<file path="config.mk">
export PLATFORM = sky130hd
export DESIGN_NAME = i2s_audio_tx
export DESIGN_NICKNAME = d
export VERILOG_FILES = /design/src/rtl/i2s_audio_tx.sv
export SDC_FILE = /design/constraint.sdc
export NUM_CORES = 1
export LEC_CHECK = 0
export CAP_MARGIN = 20
export CORE_MARGIN = 10
export CORE_UTILIZATION = 42
export DETAILED_ROUTE_END_ITERATION = 10
export GPL_TIMING_DRIVEN = 0
export MAX_ROUTING_LAYER = met4
export PLACE_DENSITY = 0.69
export SLEW_MARGIN = 20
export SYNTH_ARGS = -nofsm -noshare
export SYNTH_HDL_FRONTEND = slang
export SYNTH_SLANG_ARGS = --single-unit
</file>
<file path="constraint.sdc">
create_clock -name clk -period 2.8 [get_ports clk]
set_clock_uncertainty 0.2 [all_clocks]
set_input_delay 0.56 -clock clk [delete_from_list [all_inputs] [get_ports clk]]
set_output_delay 0.56 -clock clk [all_outputs]
set_load 0.02 [all_outputs]
</file>
<file path="src/rtl/i2s_audio_tx.sv">
// I2S transmitter: one 10-bit divider produces MCLK/SCK/LRCK directly, and a
// 32-bit shift register serializes a {left,right} pair per frame with I2S one-bit delay.
module i2s_audio_tx (
    input  logic        clk,
    input  logic        rst_n,
    input  logic        en,
    input  logic [15:0] audio_left,
    input  logic [15:0] audio_right,
    output logic        audio_mclk,
    output logic        audio_sck,
    output logic        audio_lrck,
    output logic        audio_sdin,
    output logic        sample_req
);

    logic [9:0]  r_div;
    logic [31:0] r_sh;
    logic        r_sdin;
    logic        r_sample_req;

    logic        w_bit_evt;
    logic        w_frame_load;

    // Bit events land on the SCK falling edge; the last one of the frame reloads.
    assign w_bit_evt    = (r_div[4:0] == 5'h1F);
    assign w_frame_load = (r_div == 10'h3FF);

    always_ff @(posedge clk or negedge rst_n) begin
        if (!rst_n) begin
            r_div        <= '0;
            r_sh         <= '0;
            r_sdin       <= 1'b0;
            r_sample_req <= 1'b0;
        end else if (!en) begin
            r_div        <= '0;
            r_sh         <= '0;
            r_sdin       <= 1'b0;
            r_sample_req <= 1'b0;
        end else begin
            r_div        <= r_div + 10'd1;
            r_sample_req <= w_frame_load;
            if (w_bit_evt) begin
                // Old MSB still goes out on the load, giving slot 0 the previous right LSB.
                r_sdin <= r_sh[31];
                if (w_frame_load)
                    r_sh <= {audio_left, audio_right};
                else
                    r_sh <= {r_sh[30:0], 1'b0};
            end
        end
    end

    assign audio_mclk = r_div[1];
    assign audio_sck  = r_div[4];
    assign audio_lrck = r_div[9];
    assign audio_sdin = r_sdin;
    assign sample_req = r_sample_req;

endmodule

</file>
### Word level (Yosys, flattened, before mapping)

Index checks and enable logic that the tools add are counted.

* flip-flop bits (word level): 44
* bits in latches: 0
* memory bits (writable): 0
* memory bits (read-only): 0
* input bits: 35
* output and inout port bits: 5
* logic and storage cells: 15
* memories: 0

* add/subtract/negate cells: 1
* multiply operators: 0
* divide/modulo/power cells: 0
* $lt $le $gt $ge: 0
* equal/unequal tests: 3
* shift operators: 0
* mux-type cells: 7
* bitwise operators: 0
* reduce and logical (&&, ||, !) cells: 0

Operator list (count)
* 2-to-1 mux 32 bit: 3
* adder 10 x 1 -> 10 bit, second input constant: 1
* == test 10 bit, second input constant: 1
* 2-to-1 mux 10 bit: 1
* == test 5 bit, second input constant: 1
* 2-to-1 mux 1 bit: 3
* inequality test 2 x 1 -> 1 bit, second input constant: 1

### Depth between registers and ports, before layout

* depth in word-level cells: 4
* gate-level depth with buffers: 7
* depth with buffers taken out: 6

### Worst setup path after synthesis

Ideal clock, no wire load.

* path kind: register -> register
* start point: register r_div[1]
* end point: register r_sh[0]
* library setup time: 78 ps
* data arrival time: 1854 ps
* data required time: 2522 ps
* setup slack: 668 ps
* stages on the path, launching flop included: 8
* buffers on the path: 1
* period minus slack after synthesis: 2132 ps
* path through: dfrtp_1 -> ha_1 -> and3_1 -> ha_1 -> clkbuf_1 -> nand2_1 -> or4_1 -> a21oi_1

* longest elaborated chain between the ends: 4
* elaborated cells between the ends (all ways): 6
* classes of those cells: eq/ne (3); mux (3)

Ends and longest elaborated chain
* start, declared: RTL line 16 `logic [9:0] r_div;`
* start signal, assigned: RTL line 40 `r_div <= r_div + 10'd1;`
* == test 10 bit: RTL line 26 `assign w_frame_load = (r_div == 10'h3FF);`
* 2-to-1 mux 32 bit: RTL line 45 `if (w_frame_load)`
* 2-to-1 mux 32 bit: RTL line 42 `if (w_bit_evt) begin`
* 2-to-1 mux 32 bit: RTL line 34 `end else if (!en) begin`
* end signal, assigned: RTL line 46 `r_sh <= {audio_left, audio_right};`
* end signal, assigned: RTL line 48 `r_sh <= {r_sh[30:0], 1'b0};`
* end, declared: RTL line 17 `logic [31:0] r_sh;`

Several ways; a longest one is shown, not always the timed one. The select of a mux whose other input is x is not followed.
A chain may end at the register's enable or synchronous reset.

### Final worst setup path

* start point: register r_div[0]
* end point: register r_sh[8]

Same word-level chain as after synthesis.

==> flow_summary.toml <==
[clock_network]
cts_tree = "built"
cts_buffers = 5
cts_root_buf = "clkbuf_8"
hold_buffers = 0
cts.htree.levels = 2
clkLatencyLatePin_ns = 0.30
post_cts_buffers = 0
path_clk_slew_ns = 0.09
cts.path.max_buffers = 2
cts_resized = 0
cts_num_sinks = 44

[sta]
final_max_slew_viol_count = 0
fmax_ghz = 0.4290
max_slew_margin_pct = 62.41
finalCriticalPeriod_ns = 2.331
min_period_over_period_pct = 83.24
setup_violations = 0
fin_ws_ns = 0.4692
worst_pin_slew_ns = 0.5639
hold_ws_ns = 0.02670
fin_setup_tns_ns = 0
rsz0062_at_grt = "false"
hold_viol_final = 0

[routing]
drc = 0
drt_iter0_drc = 156
ant_nets = 0
num_vias = 2269
routed_wl_mm = 6.367
first_pass_iters = 4
post_drt_wl_per_cell_um = 16.20
avgViaCountPerCell = 5.774

[pwr]
ir_drop_v = 0.0002216
power_density_nw_per_um2 = 416.3
leakage_nw = 1.238
finalPower_mw = 1.275

[final_layout]
syn_to_final_growth_pct = 25.49
finalCoreUtilization_pct = 54.93
fill_cells = 527
antenna_cells = 0
final_cell_count_no_fill = 393
layout.cells.most_common = "dfrtp_1"
fin_nets = 357
design_area_um2 = 3062
layout_common_cells = "dfrtp_1 (44), clkdlybuf4s50_1 (38), or4_1 (35), o31ai_1 (34)"
final_layout_size_suffix_gt1_share_pct = 4.984

[flow_run]
maxCapViolations = 0

[run_status]
status = "finished, final reports clean"

[synth]
yosys_warnings = 0
yosysUniqueCellTypes = 24
netlist_instances = 273
synth_area_per_cell_um2 = 8.937
synth_nets = 310
ys_seq_area_share_pct = 45.13
synth_seq_cells = 44
syn_area_um2 = 2440

[global_routing]
grt_start_max_net_pins = 24
antenna_found_initial = 0
grt_first_pass_wirelength_mm = 10.97
grt_pass1_vias = 2244
track_usage_pct = 14.98
gr-total-overflow = 0

[setup_path]
required_ns = 2.81
critPathMaxFanout = 10
ff2ff_path_depth = 7
crit_type = "reg -> reg"
crit_path_end_kind = "register"
arrival_ns = 2.34
critPathLaunchType = "register"

[floorplan]
fp.dieW_um = 96.22
die_h_um = 96.22
fp.coreArea_um2 = 5574
io_pins = 40
die_area_um2 = 9257
rows = 27
start_util_pct = 43.77

[place]
place_congestion = 0.8121
dp_hpwl_mm = 4.541
pre_cts_ws_ns = 0.4830
placed_area_um2 = 2935
dp_cells = 385
io_buffers = 39

[hold_path]
hold_path_class = "in -> async"
[final timing paths]
check / startpoint / slack (ns) / endpoint
max in group asynchronous: rst_n / 1.86 / r_sh[3]$_DFFE_PN0P_
setup reg to reg: r_div[0]$_DFF_PN0_ / 0.47 / r_sh[8]$_DFFE_PN0P_
hold / removal: rst_n / 0.03 / r_sh[17]$_DFFE_PN0P_
hold reg to reg: r_div[0]$_DFF_PN0_ / 0.31 / r_div[0]$_DFF_PN0_
min in group clk: r_div[0]$_DFF_PN0_ / 0.31 / r_div[0]$_DFF_PN0_
setup / recovery: r_div[0]$_DFF_PN0_ / 0.47 / r_sh[8]$_DFFE_PN0P_
[report_power, final]
| group | switching [mW] | internal, mW | total (mW) |
|---|---|---|---|
| clock | 0.224 | 0.315 | 0.539 |
| sequential | 0.00466 | 0.638 | 0.643 |
| combinational | 0.0388 | 0.0541 | 0.0929 |
| total | 0.267 | 1.01 | 1.27 |
[registers in the layout, indices dropped and copies added, names as in the netlist]
name / count
r_sh: 32
sample_req: 1
audio_sdin: 1
r_div: 10
[kinds of logic after synthesis]
kind of cell,count (synthesis),synth area share (%)
buf+inv,65,10.97
simple gates,55,15.33
compound gates,104,26.41
xor+xnor,2,0.7181
fa+ha+maj,2,1.025
flops,44,45.13
mux,1,0.4103
[per-layer routing]
| metal | vias to the layer above | track usage, % | routed length, µm |
|---|---|---|---|
| li1 | 1117 | - | - |
| met1 | 1062 | 20.60 | 3077 |
| met2 | 82 | 21.24 | 2821 |
| met3 | 8 | 3.580 | 385 |
| met4 | 0 | 4.423 | 82 |
| met5 | - | - | 0 |
[layout make-up]
type / instances / area, µm² / area share [%]
inverter: 33 / 123.9 / 4.046
multi-input combinational: 164 / 1071 / 34.98
clock inverter: 1 / 30.03 / 0.9808
sequential: 44 / 1101 / 35.96
clock buffer: 7 / 96.34 / 3.147
timing repair buffer: 40 / 405.4 / 13.24
buffer: 32 / 143.9 / 4.700
tap: 72 / 90.09 / 2.942
[cell usage after synthesis]
cell | number | area, µm²
nor4_1 | 1 | 6.260
nand4_2 | 1 | 12.51
nand3_2 | 1 | 10.01
ha_1 | 2 | 25.02
a31oi_1 | 31 | 193.9
inv_1 | 33 | 123.9
o31ai_1 | 34 | 255.2
nand2_1 | 4 | 15.01
buf_2 | 1 | 5.000
and3_1 | 1 | 6.260
o21ai_0 | 33 | 165.2
nor2_1 | 4 | 15.01
buf_6 | 3 | 33.78
a21oi_1 | 6 | 30.03
nand2b_1 | 1 | 6.260
dfrtp_1 | 44 | 1101
mux2i_1 | 1 | 10.01
xor2_1 | 1 | 8.760
clkbuf_1 | 28 | 105.1
or4_1 | 35 | 262.8
and2_1 | 2 | 12.51
xnor2_1 | 1 | 8.760
or3_1 | 2 | 12.51
nand3_1 | 3 | 15.01
[critical path, cell delays in order (launching register included)]
cell,delay (ns)
dfrtp_1,0.42
ha_1,0.23
and3_1,0.17
ha_1,0.17
clkbuf_1,0.39
clkbuf_1,0.36
o21ai_0,0.14
a31oi_1,0.18
No activity file was read; power rests on OpenSTA's default activity.
